File: src/rtl/hazard_ctrl.sv
// Pipeline hazard control: load-use interlock plus tracking of one outstanding mult/div with watchdog abort.
// stall/bubble/md_start are combinational from decode inputs and the registered mult/div state.
module hazard_ctrl #(
  parameter int MD_TIMEOUT = 40
) (
  input  logic        clock,
  input  logic        reset,
  input  logic        id_valid,
  input  logic [4:0]  id_rs,
  input  logic [4:0]  id_rt,
  input  logic        id_use_rs,
  input  logic        id_use_rt,
  input  logic        id_is_md,
  input  logic [4:0]  id_md_rd,
  input  logic        ex_is_load,
  input  logic [4:0]  ex_rd,
  input  logic        md_done,
  output logic        stall,
  output logic        bubble,
  output logic        md_start,
  output logic        md_busy,
  output logic [4:0]  md_pending_rd,
  output logic        md_err,
  output logic [15:0] stall_cnt
);

  localparam int WDW = (MD_TIMEOUT > 1) ? $clog2(MD_TIMEOUT) : 1;

  typedef enum logic {IDLE, BUSY} state_t;

  state_t           state_q;
  logic [4:0]       pend_q;
  logic [WDW-1:0]   wd_q;
  logic             err_q;
  logic [15:0]      cnt_q, cnt_d;
  logic             load_use, md_haz, stall_w, start_w;

  // Register 0 is hardwired, so it never carries a dependency.
  function automatic logic reads_reg(input logic [4:0] r);
    return (r != 5'd0) && ((id_use_rs && (id_rs == r)) || (id_use_rt && (id_rt == r)));
  endfunction

  always_comb begin
    load_use = id_valid && ex_is_load && reads_reg(ex_rd);
    md_haz   = (state_q == BUSY) && id_valid && (id_is_md || reads_reg(pend_q));
    stall_w  = !reset && (load_use || md_haz);
    start_w  = !reset && (state_q == IDLE) && id_valid && id_is_md && !load_use;
    cnt_d    = cnt_q;
    if (stall_w && (cnt_q != 16'hFFFF)) begin
      cnt_d = cnt_q + 16'd1;
    end
  end

  always_ff @(posedge clock or posedge reset) begin
    if (reset) begin
      state_q <= IDLE;
      pend_q  <= 5'd0;
      wd_q    <= '0;
      err_q   <= 1'b0;
      cnt_q   <= 16'd0;
    end else begin
      cnt_q <= cnt_d;
      case (state_q)
        IDLE: begin
          if (start_w) begin
            state_q <= BUSY;
            pend_q  <= id_md_rd;
            wd_q    <= '0;
          end
        end
        BUSY: begin
          if (md_done) begin
            state_q <= IDLE;
            pend_q  <= 5'd0;
            wd_q    <= '0;
          end else if (wd_q == WDW'(MD_TIMEOUT - 1)) begin
            state_q <= IDLE;
            pend_q  <= 5'd0;
            wd_q    <= '0;
            err_q   <= 1'b1;
          end else begin
            wd_q <= wd_q + WDW'(1);
          end
        end
        default: state_q <= IDLE;
      endcase
    end
  end

  assign stall         = stall_w;
  assign bubble        = stall_w;
  assign md_start      = start_w;
  assign md_busy       = (state_q == BUSY);
  assign md_pending_rd = pend_q;
  assign md_err        = err_q;
  assign stall_cnt     = cnt_q;

endmodule

File: config.mk
export PLATFORM = sky130hd
export DESIGN_NAME = hazard_ctrl
export DESIGN_NICKNAME = d
export VERILOG_FILES = /design/src/rtl/hazard_ctrl.sv
export SDC_FILE = /design/constraint.sdc
export NUM_CORES = 1
export LEC_CHECK = 0
export CORE_UTILIZATION = 65
export DETAILED_ROUTE_END_ITERATION = 6
export DONT_BUFFER_PORTS = 1
export GPL_TIMING_DRIVEN = 0
export PLACE_DENSITY = 0.91
export SYNTH_ARGS = -nofsm -noshare
export SYNTH_HDL_FRONTEND = slang
export SYNTH_SLANG_ARGS = --single-unit
File: constraint.sdc
create_clock -name clock -period 6.4 [get_ports clock]
set_input_delay 0.64 -clock clock [delete_from_list [all_inputs] [get_ports clock]]
set_output_delay 0.64 -clock clock [all_outputs]
set_load 0.1 [all_outputs]
==> results of run 1 <==
-- cells by family (layout without fill, tap and decap cells) --
kind of cell             count (synthesis)  count (layout)  share of synthesized area
XOR/XNOR                                34              34                      0.182
AO/OA/AOI/OAI                           27              27                      0.136
buffers and inverters                    4              11                     0.0115
flip-flops                              29              29                      0.444
multiplexers                             3               3                     0.0230
AND/OR/NAND/NOR                         57              57                      0.188
adder cells (fa/ha/maj)                  2               2                     0.0153
-- flip-flops by register name, indices dropped and copies added (netlist names) --
| name | cells |
|---|---|
| stall_cnt | 16 |
| wd_q | 6 |
| md_pending_rd | 5 |
| md_busy | 1 |
| md_err | 1 |
-- layout make-up --
cell class	instances	area, um2
multi-input cells	123	897
flip-flops and latches	29	726
fillers	160	566
clock buffers	7	55.1
well taps	28	35.0
inverters	3	11.3
plain buffers	1	7.51
-- path summary, 6_finish.rpt --
path                             startpoint               end  slack, ns  cells past startpoint
hold reg to reg                     wd_q[5]           wd_q[5]       0.47                      1
hold / removal                  id_md_rd[3]  md_pending_rd[3]       0.47                      1
setup / recovery           md_pending_rd[4]             stall       2.08                      6
max in group asynchronous             reset      stall_cnt[2]       5.28                      1
setup reg to reg           md_pending_rd[4]     stall_cnt[12]       2.81                      7
min in group asynchronous             reset      stall_cnt[7]       0.48                      1
-- worst reg2reg max path, stage by stage (launching register included) --
cell and delay [ns]:
dfrtp_1 1.05, xnor2_1 0.20, nand4_1 0.11, nor3_1 0.35, o31ai_4 0.16, a21boi_2 1.04
nand4_1 0.22, mux2_1 0.36
-- per-layer routing --
layer / up-vias / routed length (um) / part of all wire
met2: 47 / 1610 / 0.50
met3: 9 / 195 / 0.060
li1: 578 / - / -
met1: 584 / 1340 / 0.42
met5: - / 0 / 0
met4: 0 / 78 / 0.024
-- metrics by stage --
| step | setup WS (ns) | instances | hold slack, ns | instance area (um2) |
|---|---|---|---|---|
| floorplan | 2.58 | 156 | 0.438 | 1630 |
| global placement | 2.44 | 184 | 0.463 | 1670 |
| detailed placement | 2.43 | 184 | 0.459 | 1680 |
| CTS | 2.06 | 191 | 0.446 | 1730 |
| global route | 1.91 | 191 | 0.450 | 1730 |
| finish | 2.08 | 191 | 0.465 | 1730 |
-- cell usage after synthesis --
cell,count,share of area
xnor2_1,30,0.16
dfrtp_1,29,0.44
nand2_1,15,0.034
nand4_1,10,0.038
nand3_1,9,0.028
a22o_1,6,0.032
o21ai_0,6,0.018
o21ai_1,5,0.015
xor2_1,4,0.021
and3_1,3,0.011
inv_1,3,0.0069
nand2b_1,3,0.011
nor2_1,3,0.0069
nor2b_1,3,0.011
a21oi_2,2,0.011
ha_1,2,0.015
mux2_1,2,0.014
nor3_1,2,0.0061
or4_1,2,0.0092
a2111oi_0,1,0.0054
a2111oi_4,1,0.017
a21boi_2,1,0.0069
a31oi_1,1,0.0038
and2_1,1,0.0038
and4_1,1,0.0054
buf_4,1,0.0046
mux2_4,1,0.0092
nand3b_1,1,0.0046
nand4b_1,1,0.0054
nor2_2,1,0.0038
nor3b_1,1,0.0046
o21a_1,1,0.0046
o22ai_1,1,0.0038
o31ai_1,1,0.0046
o31ai_4,1,0.013
or2_2,1,0.0038
-- power groups by stage --
stage | Sequential [uW] | Clock [uW] | Combinational (uW)
after floorplan | 314 | 0 | 56.7
after CTS | 316 | 114 | 65.8
after global placement | 318 | 0 | 62.4
after detailed placement | 320 | 0 | 65.3
final | 316 | 109 | 64.8
after global routing | 319 | 121 | 73.0
==> impl_metrics.env, run 1 <==
export IMPL_final_cell_mix="xnor2_1 (30), dfrtp_1 (29), nand2_1 (15)"
export IMPL_critPathMaxStageDelay_ns=1.05
export IMPL_end_kind="output pin"
export IMPL_switchingPower_uw=209
export IMPL_maxSlewViolCount=0
export IMPL_fin_crit_sh=0.675
export IMPL_antenna_cells=0
export IMPL_grt_pass1_wl_um=5200
export IMPL_ctsHoldBuffers=0
export IMPL_gr_usage_met1=0.301
export IMPL_grt_pass1_vias=1272
export IMPL_drt_iter0_markers=22
export IMPL_syn_nets=186
export IMPL_fp_coreArea_um2=2300
export IMPL_globalRouteOverflowTotal=0
export IMPL_fin_tns_setup_ns=0
export IMPL_vdd_ir_drop_worst_uv=276
export IMPL_ys_types=36
export IMPL_syn_cell_area_um2=1630
export IMPL_initial_core_util=0.711
export IMPL_intPower_uw=281
export IMPL_switching_share=0.426
export IMPL_power_density_nw_per_um2=283
export IMPL_slew_headroom=0.118
export IMPL_area_growth_pct=5.97
export IMPL_via_count=1218
export IMPL_status="complete, no violations"
export IMPL_drive_gt1_frac=0.0920
export IMPL_rsz0062_at_grt="false"
export IMPL_path_delay_family="compound AO/OA/AOI/OAI gates"
export IMPL_htreeDepth=2
export IMPL_wl_um=3230
export IMPL_die_w_um=52.1
export IMPL_maxCapViolations=0
export IMPL_hp_class="input pin to flop"
export IMPL_numCtsBuffers=5
export IMPL_ctsResizeCount=0
export IMPL_post_route_util=0.754
export IMPL_dieArea_um2=2720
export IMPL_tritoncts="done"
export IMPL_rows=17
export IMPL_yosys_warnings=0
export IMPL_met3_usage=0.0877
export IMPL_track_usage=0.270
export IMPL_max_freq_ghz=0.232
export IMPL_ant_nets=0
export IMPL_clockPowerShare=0.223
export IMPL_clkSlewWorstSetupHoldPaths_ns=0.09
export IMPL_use_met2=0.464
export IMPL_finClkSkew_ns=0.00671
export IMPL_syn_inst=156
export IMPL_path_max_fanout=5
export IMPL_port_buffers=0
export IMPL_gp_congestion=0.839
export IMPL_die_h_um=52.1
export IMPL_wl_per_cell_um=16.9
export IMPL_clock_tree_buffer_depth=2
export IMPL_critPathLaunchType="flop"
export IMPL_setup_viol=0
export IMPL_grt_max_degree=30
export IMPL_slowest_stage="dfrtp_1"
export IMPL_clk_latency_ns=0.31
export IMPL_crit_type="flop to output pin"
export IMPL_finalHoldViolCount=0
export IMPL_root_buffer="clkbuf_4"
export IMPL_top_usage_layer="met2"
export IMPL_p_comb_frac=0.132
export IMPL_viasPerCell=6.38
export IMPL_clock_sinks=29
export IMPL_final_nets=193
export IMPL_total_leakage_power_uw=0.000704
export IMPL_power_share_sequential=0.645
export IMPL_dp_hpwl_um=2490
export IMPL_cp_arrival_ns=3.68
export IMPL_drc=0
export IMPL_ys_seq_area_frac=0.444
export IMPL_ys_seq_elements=29
export IMPL_final_common_cell="xnor2_1"
export IMPL_antenna_found_initial=0
export IMPL_avgSynthCellArea_um2=10.5
export IMPL_first_pass_iters=4
export IMPL_tightest_slew_ns=1.32
export IMPL_io_pins=54
export IMPL_cp_num_buf_inv=1
export IMPL_post_cts_buffers=0
export IMPL_path_cells="xnor2_1 > nand4_1 > nor3_1 > o31ai_4 > a21boi_2 > buf_4"
export IMPL_finalCriticalPeriod_ns=4.32
export IMPL_worst_ep_required_time_ns=5.76
export IMPL_p_total_uw=490
Note: power is estimated with default switching activity, not from simulation.
==> run 2: changes to the inputs <==
--- a/config.mk
+++ b/config.mk
@@ -5,11 +5,11 @@
 export SDC_FILE = /design/constraint.sdc
 export NUM_CORES = 1
 export LEC_CHECK = 0
-export CORE_UTILIZATION = 65
+export CORE_UTILIZATION = 62
 export DETAILED_ROUTE_END_ITERATION = 6
 export DONT_BUFFER_PORTS = 1
 export GPL_TIMING_DRIVEN = 0
-export PLACE_DENSITY = 0.91
+export PLACE_DENSITY = 0.88
 export SYNTH_ARGS = -nofsm -noshare
 export SYNTH_HDL_FRONTEND = slang
 export SYNTH_SLANG_ARGS = --single-unit
==> constraint.sdc (replaced) <==
create_clock -name clock -period 4.4 [get_ports clock]
set_input_delay 0.44 -clock clock [delete_from_list [all_inputs] [get_ports clock]]
set_output_delay 0.44 -clock clock [all_outputs]
set_load 0.1 [all_outputs]
==> impl_metrics.env, run 2 (synthesized netlist as in run 1, its figures left out) <==
export IMPL_clockPowerShare=0.207
export IMPL_via_count=1227
export IMPL_antenna_found_initial=0
export IMPL_grt_pass1_wl_um=5220
export IMPL_die_w_um=53.3
export IMPL_p_total_uw=706
export IMPL_first_pass_iters=4
export IMPL_final_nets=195
export IMPL_htreeDepth=2
export IMPL_switching_share=0.433
export IMPL_vdd_ir_drop_worst_uv=356
export IMPL_slew_headroom=0.128
export IMPL_final_cell_mix="xnor2_1 (30), dfrtp_1 (29), nand2_1 (15)"
export IMPL_critical_path_endpoint="stall"
export IMPL_crit_type="flop to output pin"
export IMPL_grt_pass1_vias=1194
export IMPL_root_buffer="clkbuf_4"
export IMPL_max_freq_ghz=0.242
export IMPL_path_delay_family="compound AO/OA/AOI/OAI gates"
export IMPL_power_density_nw_per_um2=403
export IMPL_total_leakage_power_uw=0.000711
export IMPL_tightest_slew_ns=1.30
export IMPL_path_depth=6
export IMPL_globalRouteOverflowTotal=0
export IMPL_finClkSkew_ns=0.00910
export IMPL_grt_max_degree=30
export IMPL_clkSlewWorstSetupHoldPaths_ns=0.09
export IMPL_rsz0062_at_grt="false"
export IMPL_drc=0
export IMPL_initial_core_util=0.660
export IMPL_worst_ep_required_time_ns=3.96
export IMPL_power_share_sequential=0.650
export IMPL_fin_tns_setup_ns=0
export IMPL_intPower_uw=401
export IMPL_ctsResizeCount=0
export IMPL_p_comb_frac=0.143
export IMPL_post_cts_buffers=0
export IMPL_reg2reg_slack_ns=0.81
export IMPL_fin_crit_sh=0.938
export IMPL_track_usage=0.262
export IMPL_numCtsBuffers=5
export IMPL_port_buffers=0
export IMPL_drt_iter0_markers=18
export IMPL_crit_start="md_pending_rd[4]"
export IMPL_clock_sinks=29
export IMPL_antenna_cells=0
export IMPL_cp_arrival_ns=3.69
export IMPL_end_kind="output pin"
export IMPL_dieArea_um2=2850
export IMPL_finalCriticalPeriod_ns=4.13
export IMPL_ant_nets=0
export IMPL_path_max_fanout=5
export IMPL_critPathLaunchType="flop"
export IMPL_slowest_stage="dfrtp_1"
export IMPL_clock_tree_buffer_depth=2
export IMPL_drive_gt1_frac=0.0904
export IMPL_hp_class="input pin to async pin"
export IMPL_final_cells=196
export IMPL_wl_um=3270
export IMPL_viasPerCell=6.26
export IMPL_die_h_um=53.3
export IMPL_cp_num_buf_inv=1
export IMPL_maxCapViolations=0
export IMPL_gp_congestion=0.813
export IMPL_timing_rr_end="stall_cnt[12]"
export IMPL_area_growth_pct=7.20
export IMPL_fp_coreArea_um2=2480
export IMPL_setup_viol=0
export IMPL_path_cells="xnor2_1 > nand4_1 > nor3_1 > o31ai_4 > a21boi_2 > buf_4"
export IMPL_status="complete, no violations"
export IMPL_finalHoldViolCount=0
export IMPL_critPathMaxStageDelay_ns=1.05
export IMPL_clk_latency_ns=0.31
export IMPL_final_common_cell="xnor2_1"
export IMPL_maxSlewViolCount=0
export IMPL_tritoncts="done"
export IMPL_wl_per_cell_um=16.7
export IMPL_switchingPower_uw=306
export IMPL_largest_reg_flops=16
export IMPL_ctsHoldBuffers=0
export IMPL_io_pins=54
export IMPL_dp_hpwl_um=2620
export IMPL_rows=18
export IMPL_dp_cells=188
export IMPL_reg2regPathDepth=7
export IMPL_r2r_start="md_pending_rd[4]"
[run 2: cell count changes in the layout (fill, tap and decap cells not counted)]
cell,previous run,this run
a21oi_2,1,2
a21oi_4,1,0
buf_1,0,1
buf_16,0,1
clkbuf_1,1,3
clkbuf_8,1,0
[run 2: how the worst min path moves through the flow]
stage               depth (start not counted)               end         from
floorplan                                   1           wd_q[5]      wd_q[5]
global placement                            1           wd_q[5]      wd_q[5]
detailed placement                          1           wd_q[5]      wd_q[5]
CTS                                         1  md_pending_rd[2]  id_md_rd[2]
global route                                1  md_pending_rd[3]  id_md_rd[3]
finish                                      1      stall_cnt[7]        reset
[run 2: metal layers]
metal,up-vias,wire [um],share of wire,track usage
met1,584,1350,0.41,0.299
met3,6,225,0.069,0.0833
met4,0,66,0.020,0.0965
met5,-,0,0,0
li1,584,-,-,-
met2,53,1630,0.50,0.452
[run 2: per-stage QoR]
| step | setup WS (ns) | utilization | hold slack, ns | area [um2] |
|---|---|---|---|---|
| CTS | 0.262 | 0.707 | 0.260 | 1750 |
| floorplan | 0.781 | - | 0.438 | 1630 |
| global route | 0.123 | 0.707 | 0.241 | 1750 |
| detailed placement | 0.624 | 0.687 | 0.463 | 1700 |
| global placement | 0.620 | 0.675 | 0.466 | 1670 |
| finish | 0.272 | 0.707 | 0.258 | 1750 |
[run 2: power by group through the flow]
stage	Clock (uW)	Combinational (uW)	Sequential (uW)
after CTS	149	103	460
after global routing	165	114	465
final	146	101	459
after global placement	0	90.6	463
after detailed placement	0	102	466
after floorplan	0	82.4	456
[run 2: layout make-up]
type	instances	area (um2)
Clock buffer	8	48.8
Fill cell	196	726
Tap cell	30	37.5
Buffer	1	7.51
Sequential cell	29	726
Multi-Input combinational cell	123	890
Inverter	3	11.3
Timing Repair Buffer	2	31.3
[run 2: worst reg2reg max path: stages, from the launching register on]
cell and delay (ns):
dfrtp_1 1.05, xnor2_1 0.22, nand4_1 0.12, nor3_1 0.33, o31ai_4 0.16, a21boi_2 1.03
nand4_1 0.21, mux2_1 0.36
==> run 3: changes to the inputs <==
--- a/config.mk
+++ b/config.mk
@@ -10,6 +10,7 @@
 export DONT_BUFFER_PORTS = 1
 export GPL_TIMING_DRIVEN = 0
 export PLACE_DENSITY = 0.88
+export SLEW_MARGIN = 20
 export SYNTH_ARGS = -nofsm -noshare
 export SYNTH_HDL_FRONTEND = slang
 export SYNTH_SLANG_ARGS = --single-unit
==> impl_metrics.env, run 3 (synthesized netlist as in run 1, its figures left out) <==
export IMPL_status="complete, no violations"
export IMPL_final_nets=194
export IMPL_slowest_stage="dfrtp_1"
export IMPL_viasPerCell=6.31
export IMPL_dieArea_um2=2850
export IMPL_r2r_start="md_pending_rd[1]"
export IMPL_worst_ep_required_time_ns=3.96
export IMPL_path_delay_family="flip-flops"
export IMPL_rsz0062_at_grt="false"
export IMPL_cp_arrival_ns=3.44
export IMPL_fin_crit_sh=0.883
export IMPL_wl_per_cell_um=17.9
export IMPL_globalRouteOverflowTotal=0
export IMPL_clk_latency_ns=0.32
export IMPL_maxSlewViolCount=0
export IMPL_gp_congestion=0.813
export IMPL_ctsHoldBuffers=0
export IMPL_tightest_slew_ns=1.11
export IMPL_clock_sinks=29
export IMPL_clkSlewWorstSetupHoldPaths_ns=0.09
export IMPL_dp_hpwl_um=2740
export IMPL_first_pass_iters=4
export IMPL_tritoncts="done"
export IMPL_intPower_uw=412
export IMPL_critPathLaunchType="flop"
export IMPL_crit_type="flop to output pin"
export IMPL_cp_num_buf_inv=1
export IMPL_critPathMaxStageDelay_ns=1.05
export IMPL_io_pins=54
export IMPL_power_share_sequential=0.636
export IMPL_final_cells=194
export IMPL_antenna_found_initial=0
export IMPL_port_buffers=0
export IMPL_rows=18
export IMPL_fill_cells=190
export IMPL_fin_tns_setup_ns=0
export IMPL_reg2reg_slack_ns=1.03
export IMPL_initial_core_util=0.660
export IMPL_hp_class="input pin to async pin"
export IMPL_antenna_cells=0
export IMPL_area_growth_pct=8.27
export IMPL_fp_coreArea_um2=2480
export IMPL_finClkSkew_ns=0.00662
export IMPL_htreeDepth=2
export IMPL_p_comb_frac=0.140
export IMPL_largest_reg_flops=16
export IMPL_maxCapViolations=0
export IMPL_dp_cells=187
export IMPL_ctsResizeCount=0
export IMPL_end_kind="output pin"
export IMPL_setup_viol=0
export IMPL_max_freq_ghz=0.257
export IMPL_vdd_ir_drop_worst_uv=388
export IMPL_numCtsBuffers=5
export IMPL_drive_gt1_frac=0.104
export IMPL_post_cts_buffers=0
export IMPL_clock_tree_buffer_depth=2
export IMPL_switchingPower_uw=311
export IMPL_final_cell_mix="xnor2_1 (30), dfrtp_1 (29), nand2_1 (15)"
export IMPL_final_common_cell="xnor2_1"
export IMPL_via_count=1224
export IMPL_path_cells="or4_1 > nor2_2 > nor3_1 > o31ai_4 > a21boi_4 > buf_4"
export IMPL_power_density_nw_per_um2=409
export IMPL_crit_start="md_pending_rd[1]"
export IMPL_root_buffer="clkbuf_4"
export IMPL_slew_headroom=0.261
export IMPL_path_max_fanout=5
export IMPL_finalHoldViolCount=0
export IMPL_die_h_um=53.3
export IMPL_ant_nets=0
export IMPL_grt_max_degree=30
export IMPL_timing_hold_ws_ns=0.0554
export IMPL_drt_iter0_markers=13
export IMPL_clockPowerShare=0.224
export IMPL_grt_pass1_wl_um=5350
export IMPL_grt_pass1_vias=1276
export IMPL_total_leakage_power_uw=0.000717
export IMPL_switching_share=0.430
export IMPL_wl_um=3480
export IMPL_track_usage=0.271
export IMPL_finalCriticalPeriod_ns=3.88
export IMPL_drc=0
export IMPL_die_w_um=53.3
==> run 3: worst register-to-register path: cells and delay by family, from the launching register on <==
family	cells	cell delay [ns]
AOI/OAI and AO/OA	2	0.91
and+or+nand+nor	4	0.95
muxes	1	0.37
DFF	1	1.05
==> run 3: power by group through the flow <==
stage / Sequential, uW / Combinational, uW / Clock [uW]
2_1_floorplan: 456 / 82.4 / 0
3_3_place_gp: 463 / 90.6 / 0
3_5_place_dp: 466 / 102 / 0
4_1_cts: 461 / 103 / 167
5_1_grt: 466 / 112 / 176
6_report: 460 / 101 / 162
==> run 3: layer usage <==
metal  wire length [um]  part of all wire  global-route usage  up-vias
met5                  0                 0                   0        -
met4                 75             0.022               0.145        0
met3                220             0.063              0.0805        9
met2               1810              0.52               0.475       52
met1               1380              0.40               0.288      587
li1                   -                 -                   -      576
==> run 3: worst paths after layout <==
| path | cells past startpoint | to |
|---|---|---|
| worst max-delay path | 6 | stall |
| max in group asynchronous | 1 | stall_cnt[4] |
| worst min register to register | 1 | wd_q[5] |
| min in group clock | 1 | md_pending_rd[2] |
| worst min-delay path | 1 | stall_cnt[9] |
| worst max register to register | 7 | stall_cnt[12] |
==> run 3: area by class of cell <==
class,instances,area (um2),area share
clock buffer,7,55.1,0.0311
sequential,29,726,0.410
buffer,1,7.51,0.00424
multi-input combinational,123,905,0.511
inverter,3,11.3,0.00636
tap,30,37.5,0.0212
timing repair buffer,1,27.5,0.0156
==> run 3: per-stage QoR <==
stage | power, uW | instance area [um2] | utilization | setup slack (ns)
after floorplan | 539 | 1630 | - | 0.781
after global placement | 554 | 1670 | 0.675 | 0.620
after detailed placement | 569 | 1710 | 0.692 | 0.837
after CTS | 731 | 1770 | 0.714 | 0.482
after global routing | 754 | 1770 | 0.714 | 0.441
final | 724 | 1770 | 0.714 | 0.515
